### src/rtl/seq_pattern_tx_if.sv
// seq_pattern_tx_if: start handshake, transmit fields and serial outputs of seq_pattern_tx.
//   master: start_valid, pattern, repeat_cnt, gap_len, abort out; start_ready, dout,
//           dout_valid, busy, done, aborted in
//   slave : the reverse (the transmitter side)
interface seq_pattern_tx_if #(
    parameter int PAT_W = 4,
    parameter int CNT_W = 8,
    parameter int GAP_W = 4
);
    logic             start_valid;
    logic             start_ready;
    logic [PAT_W-1:0] pattern;
    logic [CNT_W-1:0] repeat_cnt;
    logic [GAP_W-1:0] gap_len;
    logic             abort;
    logic             dout;
    logic             dout_valid;
    logic             busy;
    logic             done;
    logic             aborted;

    modport master (
        output start_valid, pattern, repeat_cnt, gap_len, abort,
        input  start_ready, dout, dout_valid, busy, done, aborted
    );

    modport slave (
        input  start_valid, pattern, repeat_cnt, gap_len, abort,
        output start_ready, dout, dout_valid, busy, done, aborted
    );
endinterface

### src/rtl/seq_pattern_tx.sv
// seq_pattern_tx: sends a latched pattern MSB-first, repeat_cnt times with gap_len idle bits between.
//   clk     : rising-edge clock
//   reset_n : asynchronous active-low reset
//   bus     : slave side of seq_pattern_tx_if (start handshake, fields, abort, serial outputs)
module seq_pattern_tx #(
    parameter int PAT_W = 4,
    parameter int CNT_W = 8,
    parameter int GAP_W = 4
) (
    input logic             clk,
    input logic             reset_n,
    seq_pattern_tx_if.slave bus
);
    localparam int IW = $clog2(PAT_W);

    localparam logic [1:0] IDLE = 2'd0;
    localparam logic [1:0] SEND = 2'd1;
    localparam logic [1:0] GAP  = 2'd2;
    localparam logic [1:0] DONE = 2'd3;

    logic [1:0]       state_q, state_d;
    logic [PAT_W-1:0] pat_q, pat_d;
    logic [IW-1:0]    bit_idx_q, bit_idx_d;
    logic [CNT_W-1:0] reps_q, reps_d;
    logic [GAP_W-1:0] gap_len_q, gap_len_d;
    logic [GAP_W-1:0] gap_cnt_q, gap_cnt_d;
    logic             aborted_q, aborted_d;

    always_comb begin
        state_d   = state_q;
        pat_d     = pat_q;
        bit_idx_d = bit_idx_q;
        reps_d    = reps_q;
        gap_len_d = gap_len_q;
        gap_cnt_d = gap_cnt_q;
        aborted_d = aborted_q;
        case (state_q)
            IDLE: begin
                aborted_d = 1'b0;
                if (bus.start_valid) begin
                    pat_d     = bus.pattern;
                    reps_d    = bus.repeat_cnt;
                    gap_len_d = bus.gap_len;
                    bit_idx_d = IW'(PAT_W - 1);
                    state_d   = (bus.repeat_cnt == '0) ? DONE : SEND;
                end
            end
            SEND: begin
                if (bus.abort) begin
                    state_d   = DONE;
                    aborted_d = 1'b1;
                end else if (bit_idx_q == '0) begin
                    // Last bit of this repetition: finish, restart without bubble, or idle for the gap.
                    reps_d    = reps_q - 1'b1;
                    bit_idx_d = IW'(PAT_W - 1);
                    gap_cnt_d = gap_len_q;
                    state_d   = (reps_q == CNT_W'(1)) ? DONE : (gap_len_q == '0) ? SEND : GAP;
                end else begin
                    bit_idx_d = bit_idx_q - 1'b1;
                end
            end
            GAP: begin
                if (bus.abort) begin
                    state_d   = DONE;
                    aborted_d = 1'b1;
                end else if (gap_cnt_q == GAP_W'(1)) begin
                    state_d   = SEND;
                    bit_idx_d = IW'(PAT_W - 1);
                end else begin
                    gap_cnt_d = gap_cnt_q - 1'b1;
                end
            end
            default: state_d = IDLE;
        endcase
    end

    always_ff @(posedge clk or negedge reset_n) begin
        if (!reset_n) begin
            state_q   <= IDLE;
            pat_q     <= '0;
            bit_idx_q <= '0;
            reps_q    <= '0;
            gap_len_q <= '0;
            gap_cnt_q <= '0;
            aborted_q <= 1'b0;
        end else begin
            state_q   <= state_d;
            pat_q     <= pat_d;
            bit_idx_q <= bit_idx_d;
            reps_q    <= reps_d;
            gap_len_q <= gap_len_d;
            gap_cnt_q <= gap_cnt_d;
            aborted_q <= aborted_d;
        end
    end

    assign bus.start_ready = state_q == IDLE;
    assign bus.busy        = state_q != IDLE;
    assign bus.dout_valid  = state_q == SEND;
    assign bus.dout        = (state_q == SEND) & pat_q[bit_idx_q];
    assign bus.done        = state_q == DONE;
    assign bus.aborted     = (state_q == DONE) & aborted_q;
endmodule
### src/flat_wrapper.sv
// flat-port wrapper written by rule: the top's interface ports become plain ports
module seq_pattern_tx_flat 
#(
    parameter int PAT_W = 4,
    parameter int CNT_W = 8,
    parameter int GAP_W = 4
)
  (clk, reset_n, bus_start_valid, bus_pattern, bus_repeat_cnt, bus_gap_len, bus_abort, bus_start_ready, bus_dout, bus_dout_valid, bus_busy, bus_done, bus_aborted);
  seq_pattern_tx_if #(.PAT_W(PAT_W), .CNT_W(CNT_W), .GAP_W(GAP_W)) bus_i ();
  input logic clk;
  input logic reset_n;
  input wire logic [$bits(bus_i.start_valid)-1:0] bus_start_valid;
  input wire logic [$bits(bus_i.pattern)-1:0] bus_pattern;
  input wire logic [$bits(bus_i.repeat_cnt)-1:0] bus_repeat_cnt;
  input wire logic [$bits(bus_i.gap_len)-1:0] bus_gap_len;
  input wire logic [$bits(bus_i.abort)-1:0] bus_abort;
  output wire logic [$bits(bus_i.start_ready)-1:0] bus_start_ready;
  output wire logic [$bits(bus_i.dout)-1:0] bus_dout;
  output wire logic [$bits(bus_i.dout_valid)-1:0] bus_dout_valid;
  output wire logic [$bits(bus_i.busy)-1:0] bus_busy;
  output wire logic [$bits(bus_i.done)-1:0] bus_done;
  output wire logic [$bits(bus_i.aborted)-1:0] bus_aborted;
  assign bus_i.start_valid = bus_start_valid;
  assign bus_i.pattern = bus_pattern;
  assign bus_i.repeat_cnt = bus_repeat_cnt;
  assign bus_i.gap_len = bus_gap_len;
  assign bus_i.abort = bus_abort;
  assign bus_start_ready = bus_i.start_ready;
  assign bus_dout = bus_i.dout;
  assign bus_dout_valid = bus_i.dout_valid;
  assign bus_busy = bus_i.busy;
  assign bus_done = bus_i.done;
  assign bus_aborted = bus_i.aborted;
  seq_pattern_tx #(.PAT_W(PAT_W), .CNT_W(CNT_W), .GAP_W(GAP_W)) u_core (.clk(clk), .reset_n(reset_n), .bus(bus_i));
endmodule
### config.mk
export PLATFORM = sky130hd
export DESIGN_NAME = seq_pattern_tx_flat
export DESIGN_NICKNAME = d
export VERILOG_FILES = /design/src/rtl/seq_pattern_tx_if.sv /design/src/rtl/seq_pattern_tx.sv /design/src/flat_wrapper.sv
export SDC_FILE = /design/constraint.sdc
export NUM_CORES = 1
export LEC_CHECK = 0
export BUFFER_PORTS_ARGS = -buffer_cell sky130_fd_sc_hd__buf_2
export CAP_MARGIN = 20
export CELL_PAD_IN_SITES_DETAIL_PLACEMENT = 2
export CELL_PAD_IN_SITES_GLOBAL_PLACEMENT = 2
export CORE_MARGIN = 4
export CORE_UTILIZATION = 37
export CTS_BUF_LIST = sky130_fd_sc_hd__clkbuf_16
export DETAILED_ROUTE_END_ITERATION = 12
export GPL_TIMING_DRIVEN = 0
export PLACE_DENSITY_LB_ADDON = 0.1
export SKIP_CTS_REPAIR_TIMING = 1
export SKIP_LAST_GASP = 1
export SLEW_MARGIN = 5
export SYNTH_ARGS = -nofsm -noshare
export SYNTH_HDL_FRONTEND = slang
export SYNTH_SLANG_ARGS = --single-unit
### constraint.sdc
create_clock -name clk -period 5.85 [get_ports clk]
set_input_delay 1.17 -clock clk [delete_from_list [all_inputs] [get_ports clk]]
set_output_delay 1.17 -clock clk [all_outputs]
set_load 0.1 [all_outputs]
==> qor.tcl, run 1 <==
set qor(num_antenna_cells) 0
set qor(finalCoreUtilization) 0.454
set qor(cts.clk_slew.worst_paths_ns) 0.07
set qor(cts_max_path_buffers) 2
set qor(finalNetCount) 224
set qor(timing_worst_slew_pin_value_ns) 0.658
set qor(edff_count_synth) 0
set qor(tns_ns) 0
set qor(delay_contributed_by_the_slowest_stage_of_the_critical_path_ns) 0.42
set qor(timing.clock.skew_ns) 0.00586
set qor(synthesis.area_um2) 1580
set qor(route.antenna.remaining_nets) 0
set qor(holdCritPathClass) {reg -> reg}
set qor(multi_input_comb_area_um2) 876
set qor(slew_viol_final) 0
set qor(synth_warnings) 0
set qor(fp.dieH_um) 73.3
set qor(critical-path-top-delay-family) {buffers and inverters}
set qor(critical_path.most_common_cell) {buf_2}
set qor(gp_congestion) 0.809
set qor(run_status) {complete, no violations}
set qor(die-area_um2) 5370
set qor(io_pins) 26
set qor(worstSetupStartpointType) {flop}
set qor(track_usage) 0.192
set qor(synth_top_flop_cell) {dfrtp_1}
set qor(finalWorstPathRequiredPeriod_ns) 3.12
set qor(cts_root_buf) {clkbuf_16}
set qor(rsz0062_at_grt) {no}
set qor(syn_avg_cell_area_um2) 9.50
set qor(wirelength_um) 4730
set qor(area_growth_pct) 16.8
set qor(grt_overflow_total) 0
set qor(min_delay_path_depth) 1
set qor(drv.max_cap_violation_count) 0
set qor(antenna_found_initial) 0
set qor(crit_chain) {inv_1, ha_1, buf_6, buf_2, and2_1, buf_2}
set qor(seq_area_frac_synth) 0.397
set qor(synth_nets) 195
set qor(port_buffers) 24
set qor(synth_register_bits) 25
set qor(critPathSlowestCell) {dfrtp_1}
set qor(detail_route.drc_violations) 0
set qor(floorplan.initialDensity) 0.389
set qor(critical_path_arrival_ns) 1.95
set qor(worst-setup-path-type) {reg -> out}
set qor(pin_count_of_the_biggest_net_entering_global_routing) 26
set qor(via_count) 1425
set qor(synth_top_area_share) 0.397
set qor(drt_first_iter_violations) 57
set qor(power.leakage_uw) 0.000820
set qor(finalCritPeriodShare) 0.533
set qor(fp.coreArea_um2) 4060
set qor(ys_top_cells_by_area) {dfrtp_1, ha_1, mux2_2}
set qor(die-width_um) 73.3
set qor(numClockSinks) 25
set qor(row_count) 23
set qor(r2r_cells) 6
set qor(hold_violations) 0
set qor(fmax_mhz) 321
set qor(grt_pass1_wl_um) 7980
set qor(worstPathMaxFanout) 10
set qor(layout-drive-gt1-share) 0.258
set qor(synth_top_area_cell) {dfrtp_1}
set qor(totalPowerFinal_uw) 1220
set qor(viasPerCell) 5.84
set qor(commonest_cells_after_routing_fill_and_taps_aside) {buf_2, dfrtp_1, nand2_1}
set qor(area.sequential_um2) 626
set qor(slew-limit-headroom) 0.558
set qor(clock_tree.htree_level_count) 1
set qor(cellPowerDensity_nw_per_um2) 662
set qor(grt_pass1_vias) 1590
set qor(worst-path-stages) 6
set qor(cts_buffers) 3
set qor(timing.critical_path.buf_inv) 4
set qor(fillerInstances) 453
set qor(syn_inst) 166
set qor(final-setup-viol-count) 0
set qor(peakVddDrop_v) 0.000239
set qor(synth_cell_type_count) 41
set qor(timing.critical_path.required_ns) 4.68
set qor(number_of_search_and_repair_iterations_in_the_first_detailed_routing_pass) 4
set qor(avgRoutedWirePerCell_um) 19.4
set qor(cp-end-kind) {output pin}
set qor(synthArstFlopShare) 1.00
set qor(hpwl_um) 3640
set qor(tritoncts) {done}
set qor(clk-insertion-delay-late_ns) 0.26
[cells by family after synthesis]
logic type      count (synthesis)  share of synthesized area
compound gates                 51                      0.210
mux                            12                     0.0920
fa+ha+maj                       9                     0.0714
flops                          25                      0.397
buf+inv                        18                     0.0484
simple gates                   51                      0.182
[worst paths after layout]
path	slack (ns)	to	startpoint
worst min-delay path	0.51	u_core.pat_q[1]	u_core.pat_q[1]
min in group asynchronous	0.90	u_core.reps_q[3]	reset_n
worst max register to register	3.73	u_core.reps_q[6]	u_core.reps_q[0]
worst min register to register	0.51	u_core.pat_q[1]	u_core.pat_q[1]
worst max-delay path	2.73	bus_dout	u_core.state_q[1]
max in group asynchronous	4.56	u_core.pat_q[3]	reset_n
[power breakdown]
group | switching (µW) | total, µW | internal (µW)
sequential | 90.5 | 352 | 261
combinational | 457 | 710 | 253
clock | 64.5 | 157 | 92.9
[cell usage after synthesis (all sizes together), types with 2 or more instances]
library cell	number
ha	9
or3b	2
or4	5
clkbuf	4
nor2	6
a2bb2oi	2
and2	2
o22a	2
nor2b	4
dfrtp	25
a221oi	3
buf	2
o22ai	5
nand2	17
a22oi	2
o2111ai	2
or3	4
mux2	10
o21a	2
nor3	5
a21oi	11
inv	12
o21ai	16
[worst register-to-register path: stages, from the launching register on]
cell and delay, ns:
dfrtp_1 0.44, inv_1 0.10, ha_1 0.22, or3b_2 0.49
or3_1 0.36, o22a_1 0.20, o22a_1 0.20
[final cells by class]
cell class,count,share of cell area
repair buffers,24,0.0652
plain buffers,6,0.0170
well taps,50,0.0339
flip-flops and latches,25,0.339
inverters,12,0.0244
multi-input cells,123,0.475
clock buffers,3,0.0407
clock inverters,1,0.00407
[metrics by stage]
| step | hold WS [ns] | setup WS [ns] | area, µm² | cells |
|---|---|---|---|---|
| 6_report | 0.506 | 2.73 | 1840 | 244 |
| 3_3_place_gp | 0.488 | 3.08 | 1760 | 240 |
| 2_1_floorplan | 0.456 | 2.23 | 1580 | 166 |
| 3_5_place_dp | 0.495 | 3.01 | 1760 | 240 |
| 4_1_cts | 0.512 | 2.71 | 1840 | 244 |
| 5_1_grt | 0.532 | 2.63 | 1840 | 244 |
[state kept, by name, indices dropped and copies added (netlist names)]
name              cells
u_core.bit_idx_q      2
u_core.gap_cnt_q      4
u_core.state_q        2
u_core.reps_q         8
u_core.aborted_q      1
u_core.pat_q          4
u_core.gap_len_q      4
[routing by layer]
layer | GRT usage | vias up | wire length, µm
met2 | 0.326 | 31 | 2360
li1 | - | 665 | -
met3 | 0.0315 | 8 | 172
met5 | 0 | - | 0
met1 | 0.253 | 721 | 2110
met4 | 0.0563 | 0 | 84
Power figures use the tool's default switching activity.
==> run 2, diff against run 1 <==
CORE_UTILIZATION = 31   (was 37)
clock period = 2.7 ns   (was 5.85 ns; I/O delays follow)
==> qor.tcl, run 2 (synthesis gave the netlist of run 1 again) <==
set qor(finalCritPeriodShare) 0.913
set qor(finalWorstPathRequiredPeriod_ns) 2.46
set qor(switchingPower_uw) 1290 ;# +110%
set qor(cts_buffers) 3 ;# unchanged
set qor(tritoncts) {done}
set qor(sequentialPowerShare) 0.292 ;# +0.003
set qor(avgRoutedWirePerCell_um) 17.0 ;# -12%
set qor(detail_route.drc_violations) 0 ;# unchanged
set qor(worst-path-stages) 6 ;# unchanged
set qor(worst-setup-path-type) {reg -> out}
set qor(timing.critical_path.required_ns) 2.16 ;# -2.52 ns
set qor(intPower_uw) 1320 ;# +120%
set qor(final.setup.worst_slack_ns) 0.235 ;# -2.50 ns
set qor(multi_input_comb_area_um2) 881 ;# +0.57%
set qor(gp_congestion) 0.817 ;# +0.96%
set qor(hold_violations) 0 ;# unchanged
set qor(grt_pass1_wl_um) 7450 ;# -6.6%
set qor(peakVddDrop_v) 0.000597 ;# +150%
set qor(power.share.combinational) 0.577 ;# -0.005
set qor(power.clock.fraction) 0.131 ;# +0.002
set qor(num_antenna_cells) 0 ;# unchanged
set qor(critical_path_arrival_ns) 1.92 ;# -0.03 ns
set qor(area.sequential_um2) 626 ;# unchanged
set qor(worstPathMaxFanout) 10 ;# unchanged
set qor(wirelength_um) 4440 ;# -6.0%
set qor(critical_path.most_common_cell) {buf_2}
set qor(cellPowerDensity_nw_per_um2) 1400 ;# +110%
set qor(dp_slack_ns) 0.521 ;# -2.49 ns
set qor(largest_register_ffs) 8 ;# unchanged
set qor(fmax_mhz) 406
set qor(drt_first_iter_violations) 50 ;# -12%
set qor(cts.clk_slew.worst_paths_ns) 0.07 ;# about the same
set qor(die-area_um2) 6290 ;# +17%
set qor(clock_tree.htree_level_count) 1 ;# unchanged
set qor(number_of_search_and_repair_iterations_in_the_first_detailed_routing_pass) 2 ;# -2
set qor(grt_pass1_vias) 1535 ;# -3.5%
set qor(layout-drive-gt1-share) 0.268 ;# +0.0103
set qor(viasPerCell) 5.40 ;# -7.5%
set qor(power.leakage_uw) 0.000821 ;# +0.12%
set qor(dp_cells) 257 ;# +7.1%
set qor(power_switching_share) 0.494 ;# -0.00777
set qor(cts_max_path_buffers) 2 ;# unchanged
set qor(route.antenna.remaining_nets) 0 ;# unchanged
set qor(drv.max_cap_violation_count) 0 ;# unchanged
set qor(delay_contributed_by_the_slowest_stage_of_the_critical_path_ns) 0.43 ;# about the same
set qor(hpwl_um) 3490 ;# -4.1%
set qor(via_count) 1410 ;# -1.1%
set qor(die-width_um) 79.3 ;# +8.2%
set qor(floorplan.initialDensity) 0.328 ;# -0.0613
set qor(cp-end-kind) {output pin}
set qor(row_count) 25 ;# +8.7%
set qor(critical-path-top-delay-family) {buffers and inverters}
set qor(fp.coreArea_um2) 4820 ;# +19%
set qor(tns_ns) 0 ;# unchanged
set qor(critPathSlowestCell) {dfrtp_1}
set qor(crit_chain) {inv_1, ha_2, buf_6, buf_2, and2_1, buf_2}
set qor(run_status) {complete, no violations}
set qor(track_usage) 0.151 ;# -0.0410
set qor(regMostFlops) {u_core.reps_q}
set qor(totalPowerFinal_uw) 2610 ;# +110%
set qor(slew_viol_final) 0 ;# unchanged
set qor(final.hold.worst_slack_ns) 0.283 ;# -0.223 ns
set qor(r2r_cells) 6 ;# unchanged
set qor(reg2reg_slack_ns) 0.62 ;# -3.11 ns
set qor(grt_overflow_total) 0 ;# unchanged
set qor(slew-limit-headroom) 0.559 ;# about the same
set qor(finalNonFillerCells) 261 ;# +7.0%
set qor(finalNetCount) 224 ;# unchanged
set qor(area_growth_pct) 18.3
set qor(numClockSinks) 25 ;# unchanged
set qor(cts_root_buf) {clkbuf_16}
set qor(clk-insertion-delay-late_ns) 0.26 ;# about the same
set qor(timing_worst_slew_pin_value_ns) 0.658 ;# -0.000469 ns
set qor(antenna_found_initial) 0 ;# unchanged
set qor(timing.clock.skew_ns) 0.00359 ;# -0.00227 ns
set qor(port_buffers) 24 ;# unchanged
set qor(pin_count_of_the_biggest_net_entering_global_routing) 26 ;# unchanged
set qor(rsz0062_at_grt) {no}
set qor(io_pins) 26 ;# unchanged
set qor(final-setup-viol-count) 0 ;# unchanged
set qor(commonest_cells_after_routing_fill_and_taps_aside) {buf_2, dfrtp_1, nand2_1}
set qor(holdCritPathClass) {in -> async}
set qor(timing.critical_path.buf_inv) 4 ;# unchanged
set qor(fp.dieH_um) 79.3 ;# +8.2%
set qor(fillerInstances) 566 ;# +25%
set qor(worstSetupStartpointType) {flop}
## run 2: changes by cell type in the layout (fill, tap and decap cells not counted)
cell        delta
clkinvlp_4     -1
ha_2           +2
ha_1           -2
clkinv_2       +1
## run 2: per-stage QoR
stage / cell area (µm²) / util
6_report: 1870 / 0.388
5_1_grt: 1870 / 0.388
4_1_cts: 1870 / 0.388
3_5_place_dp: 1790 / 0.371
3_3_place_gp: 1790 / 0.371
2_1_floorplan: 1580 / -
## run 2: worst paths after layout
| kind | endpoint | startpoint |
|---|---|---|
| max | bus_dout | u_core.state_q[1] |
| min | u_core.reps_q[3] | reset_n |
| max reg2reg | u_core.reps_q[6] | u_core.reps_q[1] |
| min reg2reg | u_core.pat_q[3] | u_core.pat_q[3] |
| max in group asynchronous | u_core.gap_len_q[0] | reset_n |
| min in group clk | u_core.pat_q[2] | bus_pattern[2] |
## run 2: layout make-up
type | instances | area share
Timing Repair Buffer | 24 | 0.0643
Inverter | 12 | 0.0241
Buffer | 6 | 0.0168
Tap cell | 67 | 0.0449
Clock buffer | 3 | 0.0402
Multi-Input combinational cell | 123 | 0.472
Sequential cell | 25 | 0.335
Clock inverter | 1 | 0.00268
## run 2: power groups by stage
stage / clock, µW / combinational (µW) / sequential [µW]
after floorplan: 0 / 1230 / 694
after global placement: 0 / 1470 / 748
after detailed placement: 0 / 1520 / 768
after CTS: 349 / 1530 / 761
after global routing: 369 / 1680 / 792
final: 340 / 1510 / 763
## run 2: layer usage
metal / GRT usage / share of wire / up-vias
li1: - / - / 661
met1: 0.199 / 0.48 / 722
met2: 0.259 / 0.48 / 22
met3: 0.0204 / 0.028 / 5
met4: 0.0412 / 0.010 / 0
met5: 0 / 0 / -
## run 2: worst reg2reg max path: cells and delay by family (launching register included)
| family | cells | cell delay [ns] |
|---|---|---|
| simple gates | 2 | 0.84 |
| buf+inv | 1 | 0.11 |
| fa+ha+maj | 1 | 0.22 |
| flops | 1 | 0.43 |
| compound gates | 2 | 0.38 |
